## src/rtl/mem_arbiter_pkg.sv

```systemverilog
// Shared types and constants for the instruction/data SRAM arbiter.
// Owner tag routes returning read data; widths match the single-port SRAM macro.
package mem_arbiter_pkg;

    typedef enum logic {
        OWN_IM = 1'b0,
        OWN_DM = 1'b1
    } owner_e;

    localparam int SRAM_AW = 14;
    localparam int SRAM_DW = 32;

    localparam logic [SRAM_DW-1:0] BWEB_NONE = 32'hFFFF_FFFF;

endpackage

```

## src/rtl/mem_arbiter_if.sv

```systemverilog
// Bundle of requester handshakes, SRAM pins and the stall flag around mem_arbiter.
// slave is the arbiter's view; master is the view of the requesters plus SRAM model.
interface mem_arbiter_if;
    import mem_arbiter_pkg::*;

    logic               im_req;
    logic [15:0]        im_addr;
    logic               im_gnt;
    logic               im_rvalid;
    logic [SRAM_DW-1:0] im_rdata;

    logic               dm_req;
    logic               dm_we;
    logic [15:0]        dm_addr;
    logic [SRAM_DW-1:0] dm_wdata;
    logic [SRAM_DW-1:0] dm_bweb;
    logic               dm_gnt;
    logic               dm_rvalid;
    logic [SRAM_DW-1:0] dm_rdata;

    logic               sram_ceb;
    logic               sram_web;
    logic [SRAM_AW-1:0] sram_a;
    logic [SRAM_DW-1:0] sram_d;
    logic [SRAM_DW-1:0] sram_bweb;
    logic [SRAM_DW-1:0] sram_q;

    logic               stall;

    modport slave (
        input  im_req, im_addr,
        input  dm_req, dm_we, dm_addr, dm_wdata, dm_bweb,
        input  sram_q,
        output im_gnt, im_rvalid, im_rdata,
        output dm_gnt, dm_rvalid, dm_rdata,
        output sram_ceb, sram_web, sram_a, sram_d, sram_bweb,
        output stall
    );

    modport master (
        output im_req, im_addr,
        output dm_req, dm_we, dm_addr, dm_wdata, dm_bweb,
        output sram_q,
        input  im_gnt, im_rvalid, im_rdata,
        input  dm_gnt, dm_rvalid, dm_rdata,
        input  sram_ceb, sram_web, sram_a, sram_d, sram_bweb,
        input  stall
    );

endinterface

```

## src/rtl/mem_arbiter_starve_counter.sv

```systemverilog
// Saturating count of consecutive IM denials; clear wins over increment.
// at_limit tells the arbiter to hand the next contested cycle to IM.
module starve_counter #(
    parameter int LIMIT = 3
) (
    input  logic clk,
    input  logic rst,
    input  logic inc,
    input  logic clr,
    output logic at_limit
);

    localparam int W = (LIMIT < 1) ? 1 : $clog2(LIMIT + 1);
    localparam logic [W-1:0] LIM = W'(LIMIT);

    logic [W-1:0] cnt;

    always_ff @(posedge clk) begin
        if (rst || clr) begin
            cnt <= '0;
        end else if (inc && (cnt != LIM)) begin
            cnt <= cnt + 1'b1;
        end
    end

    assign at_limit = (cnt == LIM);

endmodule

```

## src/rtl/mem_arbiter.sv

```systemverilog
// Two-requester arbiter (instruction fetch, data access) onto one single-port SRAM.
// DM normally wins; IM is forced through after STARVE_LIMIT consecutive denials.
module mem_arbiter #(
    parameter int STARVE_LIMIT = 3
) (
    input  logic           clk,
    input  logic           rst,
    mem_arbiter_if.slave   bus
);
    import mem_arbiter_pkg::*;

    logic   gnt_im;
    logic   gnt_dm;
    logic   starved;
    logic   dm_store;
    logic   rd_issue;
    logic   rd_pending;
    owner_e rd_owner;
    logic   im_rv;
    logic   dm_rv;
    logic   unused_addr_hi;

    assign unused_addr_hi = ^{bus.im_addr[15:14], bus.dm_addr[15:14]};

    starve_counter #(
        .LIMIT (STARVE_LIMIT)
    ) u_starve (
        .clk      (clk),
        .rst      (rst),
        .inc      (bus.im_req & ~gnt_im),
        .clr      (gnt_im),
        .at_limit (starved)
    );

    // Grant decision: combinational from this cycle's requests and the starve state.
    always_comb begin
        gnt_im = 1'b0;
        gnt_dm = 1'b0;
        if (!rst) begin
            if (bus.dm_req && !(bus.im_req && starved)) begin
                gnt_dm = 1'b1;
            end else if (bus.im_req) begin
                gnt_im = 1'b1;
            end
        end
    end

    assign dm_store = gnt_dm & bus.dm_we;
    assign rd_issue = gnt_im | (gnt_dm & ~bus.dm_we);

    always_comb begin
        bus.sram_ceb  = 1'b1;
        bus.sram_web  = 1'b1;
        bus.sram_a    = '0;
        bus.sram_d    = '0;
        bus.sram_bweb = BWEB_NONE;
        if (gnt_im || gnt_dm) begin
            bus.sram_ceb = 1'b0;
            bus.sram_web = ~dm_store;
            bus.sram_a   = gnt_dm ? bus.dm_addr[SRAM_AW-1:0] : bus.im_addr[SRAM_AW-1:0];
            bus.sram_d   = bus.dm_wdata;
            if (dm_store) begin
                bus.sram_bweb = bus.dm_bweb;
            end
        end
    end

    assign bus.im_gnt = gnt_im;
    assign bus.dm_gnt = gnt_dm;
    assign bus.stall  = (bus.im_req & ~gnt_im) | (bus.dm_req & ~gnt_dm);

    // Read return stage: owner tag follows the SRAM's one-cycle read latency.
    always_ff @(posedge clk) begin
        if (rst) begin
            rd_pending <= 1'b0;
        end else begin
            rd_pending <= rd_issue;
        end
        rd_owner <= gnt_dm ? OWN_DM : OWN_IM;
    end

    // Gating with rst keeps a read issued just before reset from surfacing.
    assign im_rv = rd_pending & ~rst & (rd_owner == OWN_IM);
    assign dm_rv = rd_pending & ~rst & (rd_owner == OWN_DM);

    assign bus.im_rvalid = im_rv;
    assign bus.dm_rvalid = dm_rv;
    assign bus.im_rdata  = im_rv ? bus.sram_q : '0;
    assign bus.dm_rdata  = dm_rv ? bus.sram_q : '0;

endmodule

```

## src/flat_wrapper.sv

```systemverilog
// flat-port wrapper written by rule: the top's interface ports become plain ports
module mem_arbiter_flat import mem_arbiter_pkg::*;
#(
    parameter int STARVE_LIMIT = 3
)
  (clk, rst, bus_im_req, bus_im_addr, bus_dm_req, bus_dm_we, bus_dm_addr, bus_dm_wdata, bus_dm_bweb, bus_sram_q, bus_im_gnt, bus_im_rvalid, bus_im_rdata, bus_dm_gnt, bus_dm_rvalid, bus_dm_rdata, bus_sram_ceb, bus_sram_web, bus_sram_a, bus_sram_d, bus_sram_bweb, bus_stall);
  mem_arbiter_if bus_i ();
  input  logic clk;
  input  logic rst;
  input wire logic [$bits(bus_i.im_req)-1:0] bus_im_req;
  input wire logic [$bits(bus_i.im_addr)-1:0] bus_im_addr;
  input wire logic [$bits(bus_i.dm_req)-1:0] bus_dm_req;
  input wire logic [$bits(bus_i.dm_we)-1:0] bus_dm_we;
  input wire logic [$bits(bus_i.dm_addr)-1:0] bus_dm_addr;
  input wire logic [$bits(bus_i.dm_wdata)-1:0] bus_dm_wdata;
  input wire logic [$bits(bus_i.dm_bweb)-1:0] bus_dm_bweb;
  input wire logic [$bits(bus_i.sram_q)-1:0] bus_sram_q;
  output wire logic [$bits(bus_i.im_gnt)-1:0] bus_im_gnt;
  output wire logic [$bits(bus_i.im_rvalid)-1:0] bus_im_rvalid;
  output wire logic [$bits(bus_i.im_rdata)-1:0] bus_im_rdata;
  output wire logic [$bits(bus_i.dm_gnt)-1:0] bus_dm_gnt;
  output wire logic [$bits(bus_i.dm_rvalid)-1:0] bus_dm_rvalid;
  output wire logic [$bits(bus_i.dm_rdata)-1:0] bus_dm_rdata;
  output wire logic [$bits(bus_i.sram_ceb)-1:0] bus_sram_ceb;
  output wire logic [$bits(bus_i.sram_web)-1:0] bus_sram_web;
  output wire logic [$bits(bus_i.sram_a)-1:0] bus_sram_a;
  output wire logic [$bits(bus_i.sram_d)-1:0] bus_sram_d;
  output wire logic [$bits(bus_i.sram_bweb)-1:0] bus_sram_bweb;
  output wire logic [$bits(bus_i.stall)-1:0] bus_stall;
  assign bus_i.im_req = bus_im_req;
  assign bus_i.im_addr = bus_im_addr;
  assign bus_i.dm_req = bus_dm_req;
  assign bus_i.dm_we = bus_dm_we;
  assign bus_i.dm_addr = bus_dm_addr;
  assign bus_i.dm_wdata = bus_dm_wdata;
  assign bus_i.dm_bweb = bus_dm_bweb;
  assign bus_i.sram_q = bus_sram_q;
  assign bus_im_gnt = bus_i.im_gnt;
  assign bus_im_rvalid = bus_i.im_rvalid;
  assign bus_im_rdata = bus_i.im_rdata;
  assign bus_dm_gnt = bus_i.dm_gnt;
  assign bus_dm_rvalid = bus_i.dm_rvalid;
  assign bus_dm_rdata = bus_i.dm_rdata;
  assign bus_sram_ceb = bus_i.sram_ceb;
  assign bus_sram_web = bus_i.sram_web;
  assign bus_sram_a = bus_i.sram_a;
  assign bus_sram_d = bus_i.sram_d;
  assign bus_sram_bweb = bus_i.sram_bweb;
  assign bus_stall = bus_i.stall;
  mem_arbiter #(.STARVE_LIMIT(STARVE_LIMIT)) u_core (.clk(clk), .rst(rst), .bus(bus_i));
endmodule
```

## config.mk

```make
export PLATFORM = sky130hd
export DESIGN_NAME = mem_arbiter_flat
export DESIGN_NICKNAME = d
export VERILOG_FILES = /design/src/rtl/mem_arbiter_pkg.sv /design/src/rtl/mem_arbiter_if.sv /design/src/rtl/mem_arbiter_starve_counter.sv /design/src/rtl/mem_arbiter.sv /design/src/flat_wrapper.sv
export SDC_FILE = /design/constraint.sdc
export NUM_CORES = 1
export LEC_CHECK = 0
export BUFFER_PORTS_ARGS = -buffer_cell sky130_fd_sc_hd__buf_2
export CAP_MARGIN = 20
export CORE_AREA = 2 2 108 110
export CTS_CLUSTER_DIAMETER = 30
export DETAILED_ROUTE_END_ITERATION = 8
export DIE_AREA = 0 0 110 112
export GPL_TIMING_DRIVEN = 0
export REMOVE_ABC_BUFFERS = 1
export SETUP_SLACK_MARGIN = 0.4
export SYNTH_ARGS = -nofsm -noshare
export SYNTH_HDL_FRONTEND = slang
export SYNTH_SLANG_ARGS = --single-unit
```

## constraint.sdc

```tcl
create_clock -name clk -period 2.7 [get_ports clk]
set_clock_uncertainty 0.05 [all_clocks]
set_input_delay 0.405 -clock clk [delete_from_list [all_inputs] [get_ports clk]]
set_output_delay 0.405 -clock clk [all_outputs]
set_load 0.02 [all_outputs]
```

==> run_results.csv, run 1 <==
group,metric,value,unit
cts,cts_hold_buf,0,
critical_path,path_class,"register to output pin",
detailed_routing,firstDrtPassIters,4,
die,core_area,11200,um^2
critical_path,crit_buf_inv,1,
critical_path,critPathMaxStageDelay,0.35,ns
logic_synthesis,synth_flop_cell,"dfxtp_1",
cts,cts_made_buffers,3,
sta,hold_viol_final,0,
critical_path,endpoint_kind,"output pin",
pwr,power.leakage,1.72,nW
cts,cts_max_level,1,
die,initial_utilization,11.8,%
sta,rsz0062_at_grt,"no",
critical_path,path_cells,"ha_1 -> a21boi_4 -> nand3b_4 -> or2_2 -> buf_2",
critical_path,reg2reg_slack,1.14,ns
die,die_w,110,um
critical_path,worstReg2RegStart,"u_core.u_starve.cnt[0]",
detailed_routing,num_vias,2260,
critical_path,ff2ff_path_depth,4,
placed_design,place_hpwl,5390,um
die,die-area,12300,um^2
pwr,p_per_area,223,nW/um^2
outcome,status,"finished, final reports clean",
sta,finalSetupViolCount,0,
die,die_h,112,um
final_layout,drive_gt1_share,62.8,%
pwr,vdd_ir_drop_max,0.208,mV
sta,tns,0,ns
sta,slew-limit-headroom,69.8,%
critical_path,crit_cells,5,
logic_synthesis,ys_ff_latch,4,
grt,antenna_found_initial,0,
detailed_routing,initialDrtViolationCount,53,
grt,grt_pass1_vias,1855,
die,io_pins,282,
sta,period_share,80.6,%
grt,gr-total-overflow,0,
critical_path,worstPathRequired,2.25,ns
logic_synthesis,ys_async_sr_fraction,0,%
cts,clk_latency,0.22,ns
cts,cts_buffer_depth,2,
detailed_routing,ant_nets,0,
hold_path,hp-class,"register to register",
detailed_routing,avgRoutedWirePerCell,10.3,um
cts,clk_pin_slew,0.03,ns
sta,min_period,2.18,ns
critical_path,cp.arrival,1.72,ns
final_layout,final_common_cell,"buf_2",
cts,cts_root_buffer,"clkbuf_16",
sta,worst_pin_slew,0.453,ns
critical_path,start_kind,"register",
sta,max_freq,459,MHz
logic_synthesis,synth-seq-area-share,6.06,%
run,cap_viol_max_count,0,
logic_synthesis,synth_cell_types,22,
critical_path,critPathLaunch,"u_core.u_starve.cnt[0]",
logic_synthesis,ys.warnings.count,0,
logic_synthesis,synth_edf_count,0,
critical_path,worst-path-max-fanout,33,
logic_synthesis,synthCells,201,
final_layout,layout-area-overhead-vs-synth,120,%
final_layout,nets,601,
final_layout,num_antenna_cells,0,
critical_path,crit_path_end,"bus_sram_bweb[31]",
final_layout,layout_common_cells,"buf_2 (277), and2_1 (96), or2_1 (29), nor2_1 (17), a32oi_1 (14)",
cts,cts_tree,"built",
critical_path,reg2reg_to,"u_core.u_starve.cnt[0]",
detailed_routing,route.final.wire_length,6280,um
detailed_routing,viasPerCell,3.72,
placed_design,portBuffers,277,
critical_path,cpMaxStageDelayCell,"or2_2",
die,rows,39,
sta,fin_hold_ws,0.434,ns
logic_synthesis,avgSynthCellArea,6.57,um^2
hold_path,holdPathStages,2,
grt,grt_usage,8.46,%
critical_path,cp_top_family,"simple AND/OR/NAND/NOR gates",
grt,grt_max_degree,34,
sta,slew_viol_final,0,
logic_synthesis,syn_area,1320,um^2
cts,clock-sinks,4,
detailed_routing,drc,0,
placed_design,routabilityCongestion,0.727,
grt,grt_first_pass_wirelength,8460,um
## synth_stat cells, types with 3 or more instances
cell / count / share of area [%]
nand2b_1: 3 / 1.4
buf_6: 3 / 2.6
and2_1: 96 / 45
dfxtp_1: 4 / 6.1
nor2_1: 18 / 5.1
clkbuf_1: 11 / 3.1
a32oi_1: 14 / 9.3
buf_2: 5 / 1.9
or2_1: 29 / 14
or2_2: 3 / 1.4
a21oi_1: 4 / 1.5
## metal layers
metal	vias up	routed length, um	share of wire [%]	track usage [%]
met5	-	0	0	0
li1	1166	-	-	-
met2	154	3100	49	16.0
met3	4	731	12	1.35
met4	0	23	0.37	1.01
met1	936	2420	39	10.0
## layout make-up
type                            instances  area, um^2
Fill cell                            1248        8270
Multi-Input combinational cell        177        1150
Clock buffer                            3        75.1
Timing Repair Buffer                  280        1420
Sequential cell                         4        80.1
Inverter                                1        3.75
Tap cell                              143         179
## worst min path at each step
stage          slack [ns]                     end              startpoint
2_1_floorplan        0.40  u_core.u_starve.cnt[1]  u_core.u_starve.cnt[1]
3_3_place_gp         0.42  u_core.u_starve.cnt[1]  u_core.u_starve.cnt[1]
3_5_place_dp         0.43  u_core.u_starve.cnt[1]  u_core.u_starve.cnt[1]
4_1_cts              0.43  u_core.u_starve.cnt[1]  u_core.u_starve.cnt[1]
5_1_grt              0.45  u_core.u_starve.cnt[1]  u_core.u_starve.cnt[1]
6_report             0.43  u_core.u_starve.cnt[1]  u_core.u_starve.cnt[1]
## sequential cells by signal, indices dropped and copies added (netlist names)
signal / count
u_core.rd_owner: 1
u_core.rd_pending: 1
u_core.u_starve.cnt: 2
## tightest hold or removal path, stage by stage, from the launching register on
cell and delay, ns:
dfxtp_1 0.31, nand2b_1 0.07, a21oi_1 0.06
## where the power goes
| group | switching, mW | internal (mW) |
|---|---|---|
| Combinational | 0.197 | 0.158 |
| Sequential | 0.00185 | 0.0625 |
| Clock | 0.0400 | 0.189 |
## cells by family (layout without fill, tap and decap cells)
logic type	Yosys count	count (layout)	synth area share, %
compound gates	19	19	12.2
fa+ha+maj	1	1	0.947
simple gates	157	157	72.9
buf+inv	20	284	7.86
flops	4	4	6.06
## repair_timing
item                       CTS  global route
pin swaps                    1             0
gates resized for setup      2             2
setup endpoints to repair   88            38
hold endpoints to repair     0             0
setup buffers                1             0
## per-stage QoR
step | util [%] | instances | setup slack, ns | total power [mW] | area [um^2]
floorplan | - | 182 | 0.599 | 0.236 | 1220
global placement | 24.9 | 602 | -0.167 | 0.412 | 2790
detailed placement | 25.2 | 604 | 0.287 | 0.420 | 2820
CTS | 26.0 | 608 | 0.456 | 0.654 | 2900
global route | 26.0 | 608 | 0.416 | 0.690 | 2910
finish | 26.0 | 608 | 0.523 | 0.648 | 2910
(Power assumes the default switching activity.)
==> run 2, diff against run 1 <==
--- a/config.mk
+++ b/config.mk
@@ -5,12 +5,13 @@
 export SDC_FILE = /design/constraint.sdc
 export NUM_CORES = 1
 export LEC_CHECK = 0
+export ABC_AREA = 1
 export BUFFER_PORTS_ARGS = -buffer_cell sky130_fd_sc_hd__buf_2
 export CAP_MARGIN = 20
-export CORE_AREA = 2 2 108 110
+export CORE_AREA = 2 2 109 111
 export CTS_CLUSTER_DIAMETER = 30
 export DETAILED_ROUTE_END_ITERATION = 8
-export DIE_AREA = 0 0 110 112
+export DIE_AREA = 0 0 111 113
 export GPL_TIMING_DRIVEN = 0
 export REMOVE_ABC_BUFFERS = 1
 export SETUP_SLACK_MARGIN = 0.4
==> constraint.sdc (replaced) <==
create_clock -name clk -period 2.15 [get_ports clk]
set_clock_uncertainty 0.05 [all_clocks]
set_input_delay 0.3225 -clock clk [delete_from_list [all_inputs] [get_ports clk]]
set_output_delay 0.3225 -clock clk [all_outputs]
set_load 0.02 [all_outputs]
==> run 2 against run 1 <==
  * Via count increased by 28%
  * Clock power up 27%
  * Final cell count up 23%
  * Worst hold slack lost 0.0016 ns
  * Synthesized cell count is 55% higher
  * Core utilization is 13 points higher
  * Register-to-register slack worse by 0.27 ns
  * Critical endpoint is now bus_sram_bweb[1]
  * Largest cell class unchanged
==> run_results.csv, run 2 <==
group,metric,value,unit
pwr,p_per_area,268,nW/um^2
placed_design,routabilityCongestion,0.769,
sta,hold_viol_final,0,
sta,max_freq,501,MHz
grt,gr-total-overflow,0,
placed_design,post_dp_cell_area,2910,um^2
grt,grt_pass1_vias,2873,
detailed_routing,ant_nets,0,
cts,clock-sinks,4,
logic_synthesis,ys_ff_latch,4,
logic_synthesis,synth_xor_area_share,0,%
grt,grt_max_degree,27,
final_layout,layout-area-overhead-vs-synth,205,%
logic_synthesis,avgSynthCellArea,4.59,um^2
cts,cts_buffer_depth,2,
logic_synthesis,ys.warnings.count,0,
run,cap_viol_max_count,0,
die,io_pins,282,
logic_synthesis,synth_flop_cell,"dfxtp_1",
sta,rsz0062_at_grt,"yes",
critical_path,worstPathRequired,1.78,ns
hold_path,holdPathStages,3,
logic_synthesis,synth-compound-area-share,2.98,%
final_layout,nets,742,
logic_synthesis,synth_cell_types,21,
final_layout,layout_common_cells,"buf_2 (190), buf_6 (82), nand2_1 (53), inv_2 (43), inv_1 (41)",
logic_synthesis,synth_top_cell_area_share,25.0,%
critical_path,worstReg2RegStart,"u_core.u_starve.cnt[1]",
logic_synthesis,synthMuxAreaShare,0,%
final_layout,reg_top3,"u_core.u_starve.cnt: 2 flops, u_core.rd_owner: 1 flops, u_core.rd_pending: 1 flops",
grt,grt_first_pass_wirelength,15300,um
cts,cts_root_buffer,"clkbuf_16",
final_layout,fin_cells,749,
cts,cts_max_level,1,
final_layout,num-fill-cells,1149,
placed_design,place_hpwl,7030,um
logic_synthesis,synth_edf_count,0,
critical_path,reg2reg_slack,0.87,ns
final_layout,drive_gt1_share,72.8,%
die,initial_utilization,12.7,%
hold_path,hp-class,"primary input to register",
critical_path,worst-path-max-fanout,9,
critical_path,start_kind,"register",
detailed_routing,firstDrtPassIters,4,
outcome,status,"finished, final reports clean",
critical_path,path_class,"register to output pin",
detailed_routing,route.final.wire_length,10700,um
logic_synthesis,synth_top_family_by_area,"simple AND/OR/NAND/NOR gates",
grt,grt_usage,15.4,%
final_layout,final_common_cell,"buf_2",
sta,finalSetupViolCount,0,
critical_path,ff2ff_path_depth,6,
pwr,p_total,1.17,mW
sta,slew-limit-headroom,81.1,%
final_layout,regMostFlops,"u_core.u_starve.cnt",
cts,clk_pin_slew,0.03,ns
logic_synthesis,synth_area_leaders,"nand2_1 (25%), inv_1 (23%), nor2_1 (17%)",
die,die_h,113,um
placed_design,placed_cells,716,
final_layout,stdcell_area,4360,um^2
critical_path,cpMaxStageDelayCell,"dfxtp_4",
detailed_routing,initialDrtViolationCount,85,
die,die-area,12500,um^2
sta,slew_viol_final,0,
final_layout,seqCellArea,90.1,um^2
cts,cts_made_buffers,3,
critical_path,critPathLaunch,"u_core.u_starve.cnt[0]",
final_layout,largest_reg_flops,2,
die,die_w,111,um
detailed_routing,viasPerCell,3.87,
pwr,power.leakage,2.57,nW
cts,cts_hold_buf,0,
critical_path,reg2reg_to,"u_core.rd_owner",
final_layout,multi_input_area,1480,um^2
critical_path,crit_buf_inv,2,
final_layout,num_antenna_cells,0,
critical_path,cp.arrival,1.62,ns
sta,min_period,1.99,ns
logic_synthesis,synth_top_area_cell,"nand2_1",
placed_design,portBuffers,277,
logic_synthesis,synthCells,311,
critical_path,cp_top_family,"simple AND/OR/NAND/NOR gates",
critical_path,critPathMaxStageDelay,0.34,ns
detailed_routing,num_vias,2900,
cts,clk_latency,0.22,ns
logic_synthesis,synth-simple-area-share,58.9,%
critical_path,crit_cells,7,
die,rows,39,
logic_synthesis,synthTopCellsByCount,"nand2_1 (95), inv_1 (87), nor2_1 (64)",
sta,tns,0,ns
sta,period_share,92.8,%
logic_synthesis,synth-seq-area-share,5.60,%
logic_synthesis,syn_area,1430,um^2
cts,cts_tree,"built",
critical_path,endpoint_kind,"output pin",
critical_path,path_cells,"ha_4 -> nand2_2 -> nand3_4 -> clkinv_8 -> nand2_8 -> or2_2 -> buf_2",
detailed_routing,drc,0,
sta,worst_pin_slew,0.284,ns
die,core_area,11300,um^2
detailed_routing,avgRoutedWirePerCell,14.3,um
critical_path,crit_path_end,"bus_sram_bweb[1]",
logic_synthesis,synthAdderAreaFrac,0.876,%
logic_synthesis,synth.most_common_cell,"nand2_1",
logic_synthesis,ys_async_sr_fraction,0,%
pwr,vdd_ir_drop_max,0.224,mV
grt,antenna_found_initial,0,
## run 2: layout make-up
class / count / share of cell area, %
clock buffers: 3 / 1.72
inverters: 88 / 8.10
multi-input cells: 213 / 34.0
flip-flops and latches: 4 / 2.07
well taps: 143 / 4.11
repair buffers: 297 / 49.8
repair inverters: 1 / 0.172
## run 2: worst reg2reg max path, cell delays in order, from the launching register on
cell       delay, ns
dfxtp_2         0.34
ha_4            0.16
nand2_2         0.07
nand3_4         0.12
clkinv_8        0.12
clkbuf_16       0.19
buf_4           0.13
## run 2: worst min-delay path by stage
stage	from	to	slack, ns
finish	rst	u_core.u_starve.cnt[1]	0.43
global route	rst	u_core.u_starve.cnt[1]	0.44
CTS	rst	u_core.u_starve.cnt[1]	0.42
detailed placement	u_core.u_starve.cnt[1]	u_core.u_starve.cnt[1]	0.41
global placement	u_core.u_starve.cnt[1]	u_core.u_starve.cnt[1]	0.41
floorplan	bus_dm_we	u_core.rd_pending	0.39
## run 2: what timing repair did
action                     4_1_cts  5_1_grt
gates resized for setup        255       97
pin swaps                       13       18
setup buffers                   13        4
cloned                          12        1
setup endpoints to repair      140      118
## run 2: power by group
group	total (mW)	switching [mW]	leakage (nW)	internal, mW
Sequential	0.0822	0.00368	0.0350	0.0785
Combinational	0.795	0.441	2.50	0.354
Clock	0.290	0.0528	0.0370	0.238
## run 2: kinds of logic (layout without fill, tap and decap cells)
logic type,count (synthesis),after routing
AO/OA/AOI/OAI,6,6
adder cells (fa/ha/maj),1,1
buffers and inverters,104,389
flip-flops,4,4
AND/OR/NAND/NOR,196,206
## run 2: routing by layer
metal	vias to the layer above	share of wire, %	GRT usage, %
met5	-	0	0
met1	1258	35	16.1
li1	1457	-	-
met2	177	56	31.6
met4	0	0.98	2.92
met3	8	8.0	3.05
## run 2: stage by stage
| step | setup WS (ns) | util [%] | hold WS (ns) |
|---|---|---|---|
| after floorplan | -0.0552 | - | 0.388 |
| after global placement | -0.830 | 25.5 | 0.410 |
| after detailed placement | -0.296 | 25.8 | 0.407 |
| after CTS | 0.158 | 36.0 | 0.418 |
| after global routing | 0.0950 | 38.6 | 0.442 |
| final | 0.156 | 38.6 | 0.433 |
